File: src/rtl/dbg_pkg.sv
// dbg_pkg: shared types and constants for the board run/step controller.
// Holds the FSM state encoding, the button function indices and a small
// helper for sizing down-counters.
package dbg_pkg;

  // Encoding is visible on the state port and the debug display.
  typedef enum logic [1:0] {
    RESET = 2'd0,
    HALT  = 2'd1,
    RUN   = 2'd2,
    STEP  = 2'd3
  } dbg_state_t;

  // Button function indices into the btn vector.
  localparam int BTN_RUN   = 0;
  localparam int BTN_STEP  = 1;
  localparam int BTN_BURST = 2;
  localparam int BTN_RST   = 3;

  // Number of button bits that carry a function.
  localparam int NUM_FUNC_BTN = 4;

  // Bits needed to hold values 0..max_val, never less than one bit.
  function automatic int cnt_width(input int max_val);
    return (max_val < 1) ? 1 : $clog2(max_val + 1);
  endfunction

endpackage

File: src/rtl/btn_debounce.sv
// btn_debounce: one raw push-button in, a clean debounced level and a
// single-cycle press event out.
// The raw pin goes through a 2-flop synchronizer; the debounced level only
// follows the synchronized value after DEBOUNCE_CYCLES consecutive samples
// that all disagree with the current level. Releases produce no event.
module btn_debounce
  import dbg_pkg::*;
#(
  parameter int DEBOUNCE_CYCLES = 500000
) (
  input  logic clk,
  input  logic rst,
  input  logic raw,
  output logic deb,
  output logic press
);

  // Counter only ever needs to reach DEBOUNCE_CYCLES-1.
  localparam int            CW       = cnt_width(DEBOUNCE_CYCLES - 1);
  localparam logic [CW-1:0] CNT_LAST = CW'(DEBOUNCE_CYCLES - 1);
  localparam logic [CW-1:0] CNT_ONE  = CW'(1);

  logic          sync1;
  logic          sync2;
  logic          deb_q;
  logic [CW-1:0] cnt;

  // Two-flop synchronizer for the asynchronous pin.
  always_ff @(posedge clk) begin
    if (rst) begin
      sync1 <= 1'b0;
      sync2 <= 1'b0;
    end else begin
      sync1 <= raw;
      sync2 <= sync1;
    end
  end

  // Debounce: count consecutive disagreeing samples, flip the level on the
  // last one; any agreeing sample restarts the count.
  always_ff @(posedge clk) begin
    if (rst) begin
      deb <= 1'b0;
      cnt <= '0;
    end else if (sync2 == deb) begin
      cnt <= '0;
    end else if (cnt == CNT_LAST) begin
      deb <= sync2;
      cnt <= '0;
    end else begin
      cnt <= cnt + CNT_ONE;
    end
  end

  // Delayed level for rising-edge detection.
  always_ff @(posedge clk) begin
    if (rst) begin
      deb_q <= 1'b0;
    end else begin
      deb_q <= deb;
    end
  end

  // One-cycle event on the rising edge of the debounced level.
  assign press = deb & ~deb_q;

endmodule

File: src/rtl/dbg_run_ctrl.sv
// dbg_run_ctrl: board-level run/step controller for the MIPS core.
// Debounces the push-buttons, turns them into single-cycle press events and
// sequences the core clock enable and reset through RESET/HALT/RUN/STEP.
// Also counts every enabled core cycle for the debug display.
//
// Build option: define DBG_RUN_CTRL_BURST_EN to make btn[2] start a burst of
// STEP_BURST core cycles. Without it btn[2] has no function, STEP always
// lasts one cycle and the burst counter is not built.
//
// The FSM state is exported on the state port; cpu_ce and cpu_rst are pure
// decodes of the state register, so they change exactly with the state.
module dbg_run_ctrl
  import dbg_pkg::*;
#(
  parameter int NUM_BTN         = 4,
  parameter int DEBOUNCE_CYCLES = 500000,
  parameter int STEP_BURST      = 16,
  parameter int RST_CYCLES      = 8
) (
  input  logic               clk,
  input  logic               rst,
  input  logic [NUM_BTN-1:0] btn,
  input  logic               halt_req,
  output logic               cpu_ce,
  output logic               cpu_rst,
  output logic [1:0]         state,
  output logic [31:0]        step_cnt
);

  // One shared down-counter serves the RESET pulse and the STEP length.
`ifdef DBG_RUN_CTRL_BURST_EN
  localparam int CNT_MAX = (STEP_BURST > RST_CYCLES - 1) ? STEP_BURST : RST_CYCLES - 1;
`else
  localparam int CNT_MAX = RST_CYCLES - 1;
  localparam int unused_step_burst = STEP_BURST;
`endif
  localparam int            CW       = cnt_width(CNT_MAX);
  localparam logic [CW-1:0] RST_LOAD = CW'(RST_CYCLES - 1);
  localparam logic [CW-1:0] CNT_ONE  = CW'(1);
`ifdef DBG_RUN_CTRL_BURST_EN
  localparam logic [CW-1:0] BURST_LOAD = CW'(STEP_BURST);
`endif

  logic [NUM_BTN-1:0] deb_vec;
  logic [NUM_BTN-1:0] press_vec;
  logic [NUM_FUNC_BTN-1:0] ev;
  logic               unused_bits;

  dbg_state_t    state_q;
  dbg_state_t    state_d;
  logic [CW-1:0] cnt_q;
  logic [CW-1:0] cnt_d;
  logic [31:0]   step_cnt_q;

  // Every button gets its own synchronizer and debouncer, including any
  // extra bits beyond the four functional ones.
  for (genvar i = 0; i < NUM_BTN; i++) begin : g_btn
    btn_debounce #(
      .DEBOUNCE_CYCLES(DEBOUNCE_CYCLES)
    ) u_deb (
      .clk  (clk),
      .rst  (rst),
      .raw  (btn[i]),
      .deb  (deb_vec[i]),
      .press(press_vec[i])
    );
  end

  assign ev = press_vec[NUM_FUNC_BTN-1:0];

  // Levels and extra/no-function events are deliberately left unconsumed.
  assign unused_bits = ^{deb_vec, press_vec};

  // State and shared counter register.
  always_ff @(posedge clk) begin
    if (rst) begin
      state_q <= RESET;
      cnt_q   <= RST_LOAD;
    end else begin
      state_q <= state_d;
      cnt_q   <= cnt_d;
    end
  end

  // Next-state logic. Priority: core-reset button, then a breakpoint halt
  // while the core is clocked, then the per-state button/counter rules.
  // Events that match no rule are dropped, never queued.
  always_comb begin
    state_d = state_q;
    cnt_d   = cnt_q;
    if (ev[BTN_RST]) begin
      state_d = RESET;
      cnt_d   = RST_LOAD;
    end else if (halt_req && (state_q == RUN || state_q == STEP)) begin
      // Breakpoint wins over anything else; a running burst is abandoned.
      state_d = HALT;
    end else begin
      unique case (state_q)
        RESET: begin
          if (cnt_q == '0) begin
            state_d = HALT;
          end else begin
            cnt_d = cnt_q - CNT_ONE;
          end
        end
        HALT: begin
          // A held breakpoint blocks RUN but still allows stepping past it.
          if (ev[BTN_RUN] && !halt_req) begin
            state_d = RUN;
          end else if (ev[BTN_STEP]) begin
            state_d = STEP;
            cnt_d   = CNT_ONE;
          end
`ifdef DBG_RUN_CTRL_BURST_EN
          else if (ev[BTN_BURST]) begin
            state_d = STEP;
            cnt_d   = BURST_LOAD;
          end
`endif
        end
        RUN: begin
          if (ev[BTN_RUN]) begin
            state_d = HALT;
          end
        end
        STEP: begin
`ifdef DBG_RUN_CTRL_BURST_EN
          // Count holds the cycles left including this one.
          if (ev[BTN_RUN] || cnt_q == CNT_ONE) begin
            state_d = HALT;
          end else begin
            cnt_d = cnt_q - CNT_ONE;
          end
`else
          // Single step only: always one enabled cycle.
          state_d = HALT;
`endif
        end
        default: begin
          state_d = RESET;
          cnt_d   = RST_LOAD;
        end
      endcase
    end
  end

  // Enabled-cycle counter; wraps naturally, cleared on entry to RESET.
  always_ff @(posedge clk) begin
    if (rst) begin
      step_cnt_q <= '0;
    end else if (ev[BTN_RST]) begin
      step_cnt_q <= '0;
    end else if (cpu_ce) begin
      step_cnt_q <= step_cnt_q + 32'd1;
    end
  end

  assign cpu_ce   = (state_q == RUN) || (state_q == STEP);
  assign cpu_rst  = (state_q == RESET);
  assign state    = state_q;
  assign step_cnt = step_cnt_q;

endmodule

File: config.mk
export PLATFORM = sky130hd
export DESIGN_NAME = dbg_run_ctrl
export DESIGN_NICKNAME = d
export VERILOG_FILES = /design/src/rtl/dbg_pkg.sv /design/src/rtl/btn_debounce.sv /design/src/rtl/dbg_run_ctrl.sv
export SDC_FILE = /design/constraint.sdc
export NUM_CORES = 1
export LEC_CHECK = 0
export CAP_MARGIN = 20
export CORE_AREA = 2 2 107 109
export DETAILED_ROUTE_END_ITERATION = 10
export DIE_AREA = 0 0 109 111
export GPL_ROUTABILITY_DRIVEN = 0
export SETUP_SLACK_MARGIN = 0.2
export SYNTH_ARGS = -nofsm -noshare
export SYNTH_HDL_FRONTEND = slang
export SYNTH_HIERARCHICAL = 1
export SYNTH_SLANG_ARGS = --single-unit
export TNS_END_PERCENT = 30
File: constraint.sdc
create_clock -name clk -period 2.1 [get_ports clk]
set_input_delay 0.42 -clock clk [delete_from_list [all_inputs] [get_ports clk]]
set_output_delay 0.42 -clock clk [all_outputs]
set_load 0.01 [all_outputs]
Yosys cells after proc, flatten, opt, wreduce, memory -nomap -nowiden. Index checks and enable logic that the tools add are counted.

Register bits after elaboration: 106. Bits of input ports: 7.

Add/sub/neg operators: 5. Equality and inequality tests: 18. Mux-type cells: 10. Bitwise gates (word level): 10. Reduce and logical (&&, ||, !) cells: 18.

Operators by type and width (count): adder 19 x 1 -> 19 bit, second input constant (3); == test 19 bit, second input constant (3); adder 32 x 1 -> 32 bit, second input constant (1); OR reduction 3 bit (4); 2-to-1 mux 3 bit (3); 2-to-1 mux 2 bit (4); case mux 2 bit (4 select lines) (1); NOT 1 bit (7); != test 2 x 1 -> 1 bit, second input constant (3); != test 3 x 2 -> 1 bit, second input constant (2); case mux 3 bit (2 select lines) (1); AND reduction 2 bit (3); AND reduction 3 bit (2); AND reduction 5 bit (1); == test 2 bit, second input constant (2); != test 2 bit, second input constant (2); != test 4 x 3 -> 1 bit, second input constant (1); bitwise AND 1 bit (3); == test 1 bit (3); logical NOT 3 bit (1); != test 3 x 1 -> 1 bit, second input constant (1); subtractor 3 x 1 -> 3 bit, second input constant (1); == test 2 x 1 -> 1 bit, second input constant (1); logical AND 1 bit (2); 6 further kinds (6).

Logic depth before layout (Yosys ltp).
Word-level depth: 6. Depth in mapped cells: 7. Gate-level depth less buffers: 7.

Hierarchy. Netlist, hierarchy kept.

Modules (own cells, without submodules): btn_debounce (instances 3, cells an instance 109, area each 999.7 µm²); dbg_run_ctrl (instances 1, cells an instance 221, area each 1814.2 µm²).

Least setup slack after synthesis. Ideal clock, no wire load.

Path type: register to register. Start: register step_cnt_q[8] (netlist: step_cnt[8]). End: register step_cnt_q[23] (netlist: step_cnt[23]). Setup time: 70 ps. Arrival: 1827 ps. Data required time: 2030 ps. Slack: 202 ps. Cell stages (with the launch flop): 5. Path buffers: 0. Period minus slack after synthesis: 1898 ps. Path through: dfxtp_1 nand4_4 or4_4 or4_1 a21oi_1.

Word-level cells in the longest chain between the ends: 1.

RTL lines: from (decl) (line dbg_run_ctrl.sv:53) `logic [31:0] step_cnt_q;`; from (signal assigned) (line dbg_run_ctrl.sv:154) `step_cnt_q <= step_cnt_q + 32'd1;`; adder 32 x 1 -> 32 bit (line dbg_run_ctrl.sv:154).

No other way between the ends. A chain may end at the register's enable or synchronous reset.

Final worst setup path.
Start: register state_q[0] (netlist: state[0]). End: output port state[0].

RTL lines: from (decl) (line dbg_run_ctrl.sv:49) `dbg_state_t state_q;`; from (signal assigned) (line dbg_run_ctrl.sv:80) `state_q <= state_d;`; to (decl) (line dbg_run_ctrl.sv:26) `output logic [1:0] state,`.

No word-level cell between the ends.

==> reports/metrics.cfg <==
[clock_network]
tritoncts_clock_tree = yes
h_tree_levels = 3
cts_buffer_depth = 2
clock_root_buffer = sky130_fd_sc_hd__clkbuf_16
clk_latency_ns = 0.35
postCtsHoldBufs = 0
cts_num_sinks = 106
number_of_buffers_added_by_the_clock_tree_synthesis_step = 9
path_clk_slew_ns = 0.07

[global_route]
grt_remaining_overflow = 0
grt_antenna_before_repair = 0
largest_net_degree_at_the_start_of_global_routing = 24
first_pass_grt_wire_length_um = 17300
global_route.usage.total_pct = 17.5
via_count_of_the_first_global_routing_pass = 3798

[run_status]
status = complete, no violations

[worst_setup_path]
crit_path_end = state[0]
rrSetupSlack_ns = 0.25
cp_depth = 1
critical_path_required_ns = 1.68
worstRegToRegCells = 4
setup.worst_path.end_class = output port
critical-path-slowest-cell = sky130_fd_sc_hd__clkdlybuf4s50_1
worstPathBufferInverterCount = 1
r2r_start = step_cnt[10]$_SDFFE_PP0N_
critical_path.reg2reg.endpoint = step_cnt[23]$_SDFFE_PP0N_
critPathMaxFanout = 10
first_element_of_the_critical_path = state[0]$_SDFFE_PP0P_
arrival_ns = 1.48
worstSetupStartpointType = flip-flop
path_class = reg2out
worstPathCellList = clkdlybuf4s50_1
critical-path-top-delay-family = buffers and inverters
max_stage_delay_ns = 0.61

[floorplan]
floorplan.die_area_sq_um = 12100
number_of_core_rows = 39
num_io_pins = 43
chipWidth_um = 109
die_h_um = 111
floorplan.core_area_sq_um = 11100
floorplan.initialDensity_pct = 43.5

[placement]
portBuffers = 41
placedCellCount = 742
post-dp-hpwl_um = 7030
dpl_worst_slack_ns = 0.186

[routing]
average_vias_per_placed_instance = 5.34
first_iter_violations = 201
drt_wl_total_um = 10000
avgRoutedWirePerCell_um = 13.2
drt-pass1-iter-count = 5
drc_errors = 0
via_count = 4062
detail-route-antenna-nets = 0

[timing]
final_hold_viol_count = 0
layout_worst_path_cycle_share_pct = 90.6
timing.clock.skew_ns = 0.00519
fin_crit_ns = 1.90
setup_viol = 0
slew_violations = 0
tns_ns = 0
timing.slew.headroom_pct = 60.1
finalWorstSetupSlack_ns = 0.197
tightest_slew_ns = 0.594
clock.fmax_ghz = 0.526
unrepaired_setup_endpoints_after_global_routing = yes

[cells_and_area]
fillerInstances = 1042
final_common_cell = sky130_fd_sc_hd__dfxtp_1
drive_above_1_share_pct = 12.6
final_net_count = 625
layout-area-overhead-vs-synth_pct = 22.3
layout.cells.most_common_list = sky130_fd_sc_hd__dfxtp_1 (103), sky130_fd_sc_hd__nor2_1 (80), sky130_fd_sc_hd__xnor2_1 (47), sky130_fd_sc_hd__clkdlybuf4s50_1 (41), sky130_fd_sc_hd__nand4_1 (37)
antenna_cells = 0
stdcell_count = 760

[synthesis]
ys_seq_area_share_pct = 44.1
syn-cell-area_sq_um = 4810
yosys_most_used_dff = sky130_fd_sc_hd__dfxtp_1
post_synth_inst_count = 548
synth_fp_nets = 561
yosys.cell_types.count = 41
synthesis.yosys.warnings = 6
synth.ff_latch_count = 106
number_of_enable_type_register_cells_in_the_synthesized_netlist = 0
asyncSetResetFlopFracSynth_pct = 0
postSynthAreaPerCell_sq_um = 8.78

[job]
timing.max_cap.violations = 0

[pwr]
worst_ir_drop_vdd_uv = 721
static-leakage-power_nw = 1.89
post-layout-total-power_mw = 3.86
power_density_nw_per_um2 = 655

[hold_path]
worstHoldPathType = reg2reg

per-layer routing:
metal	up-vias	global-route usage (%)	wire length, um
met5	-	0	0
met4	0	5.90	51
met3	6	4.06	330
met2	64	28.8	4840
li1	2082	-	-
met1	1910	22.3	4780
cell usage after synthesis (2+ instances only):
master | count | area share, %
sky130_fd_sc_hd__nor2b_1 | 17 | 2.2
sky130_fd_sc_hd__a31o_2 | 4 | 0.73
sky130_fd_sc_hd__ha_1 | 6 | 1.6
sky130_fd_sc_hd__or3_1 | 12 | 1.6
sky130_fd_sc_hd__nand2_1 | 35 | 2.7
sky130_fd_sc_hd__mux2_2 | 3 | 0.70
sky130_fd_sc_hd__o21ai_0 | 6 | 0.62
sky130_fd_sc_hd__a211o_1 | 2 | 0.36
sky130_fd_sc_hd__nand3_1 | 20 | 2.1
sky130_fd_sc_hd__clkbuf_1 | 9 | 0.70
sky130_fd_sc_hd__or4_4 | 4 | 0.94
sky130_fd_sc_hd__buf_6 | 3 | 0.70
sky130_fd_sc_hd__nor2_1 | 81 | 6.3
sky130_fd_sc_hd__nor3_1 | 21 | 2.2
sky130_fd_sc_hd__inv_1 | 26 | 2.0
sky130_fd_sc_hd__or2_2 | 3 | 0.39
sky130_fd_sc_hd__mux2i_1 | 7 | 1.5
sky130_fd_sc_hd__a31oi_1 | 3 | 0.39
sky130_fd_sc_hd__or2_4 | 3 | 0.55
sky130_fd_sc_hd__o31ai_4 | 3 | 1.3
sky130_fd_sc_hd__a41o_1 | 3 | 0.62
sky130_fd_sc_hd__nand4_1 | 37 | 4.8
sky130_fd_sc_hd__xor2_1 | 8 | 1.5
sky130_fd_sc_hd__o31ai_1 | 6 | 0.94
sky130_fd_sc_hd__and3_2 | 3 | 0.47
sky130_fd_sc_hd__a21oi_1 | 23 | 2.4
sky130_fd_sc_hd__or4_1 | 6 | 0.94
sky130_fd_sc_hd__nor4_1 | 24 | 3.1
sky130_fd_sc_hd__or3b_1 | 3 | 0.55
sky130_fd_sc_hd__dfxtp_1 | 106 | 44
sky130_fd_sc_hd__o41ai_1 | 3 | 0.55
sky130_fd_sc_hd__xnor2_1 | 47 | 8.6
sky130_fd_sc_hd__nand3_2 | 3 | 0.62
state kept, by name, summed over array words and instances (netlist names):
signal	count
cnt_q	3
g_btn.u_deb/cnt	57
g_btn.u_deb/deb	3
g_btn.u_deb/deb_q	3
g_btn.u_deb/sync1	3
g_btn.u_deb/sync2	3
state	2
step_cnt	32
cells by family (layout without fill, tap and decap cells):
group / Yosys count / count (layout) / share of synthesized area [%]
AOI/OAI and AO/OA: 56 / 56 / 8.40
xor gates and xnor gates: 55 / 55 / 10.0
adders and majority gates: 6 / 6 / 1.56
buffers and inverters: 40 / 109 / 3.61
DFF: 106 / 106 / 44.1
muxes: 10 / 10 / 2.16
and+or+nand+nor: 275 / 275 / 30.2
layout make-up:
type | instances | area, sq um | area share [%]
Tap cell | 143 | 179 | 3.04
Sequential cell | 106 | 2130 | 36.1
Timing Repair Buffer | 67 | 622 | 10.6
Inverter | 26 | 97.6 | 1.66
Clock buffer | 10 | 239 | 4.06
Clock inverter | 6 | 72.6 | 1.23
Multi-Input combinational cell | 402 | 2550 | 43.3
worst min path at each step:
stage | from | to | slack [ns] | cells after the start
3_5_place_dp | g_btn[1].u_deb/sync1$_SDFF_PP0_ | g_btn[1].u_deb/sync2$_SDFF_PP0_ | 0.42 | 1
5_1_grt | g_btn[1].u_deb/sync1$_SDFF_PP0_ | g_btn[1].u_deb/sync2$_SDFF_PP0_ | 0.46 | 1
2_1_floorplan | g_btn[0].u_deb/sync1$_SDFF_PP0_ | g_btn[0].u_deb/sync2$_SDFF_PP0_ | 0.41 | 1
3_3_place_gp | g_btn[1].u_deb/sync1$_SDFF_PP0_ | g_btn[1].u_deb/sync2$_SDFF_PP0_ | 0.42 | 1
4_1_cts | g_btn[1].u_deb/sync1$_SDFF_PP0_ | g_btn[1].u_deb/sync2$_SDFF_PP0_ | 0.44 | 1
6_report | g_btn[1].u_deb/sync1$_SDFF_PP0_ | g_btn[1].u_deb/sync2$_SDFF_PP0_ | 0.44 | 1
power breakdown:
| group | total [mW] | switching [mW] | internal [mW] | leakage, nW |
|---|---|---|---|---|
| Sequential | 2.03 | 0.00789 | 2.02 | 0.857 |
| Clock | 1.74 | 0.767 | 0.972 | 0.155 |
| Combinational | 0.0882 | 0.0470 | 0.0412 | 0.879 |
| Total | 3.86 | 0.822 | 3.04 | 1.89 |
per-stage QoR:
step	hold WS [ns]	utilization (%)	instance area [sq um]
6_report	0.438	53.2	5890
4_1_cts	0.441	52.7	5840
5_1_grt	0.462	53.2	5890
3_5_place_dp	0.424	49.8	5520
2_1_floorplan	0.414	-	4810
3_3_place_gp	0.424	49.8	5520
repair_timing:
| item | 4_1_cts | 5_1_grt |
|---|---|---|
| setup endpoints to repair | 6 | 21 |
| setup buffers | 0 | 2 |
| hold endpoints to repair | 0 | 0 |
| pin swaps | 0 | 1 |
| resized for setup | 2 | 9 |
(Power assumes the default switching activity.)
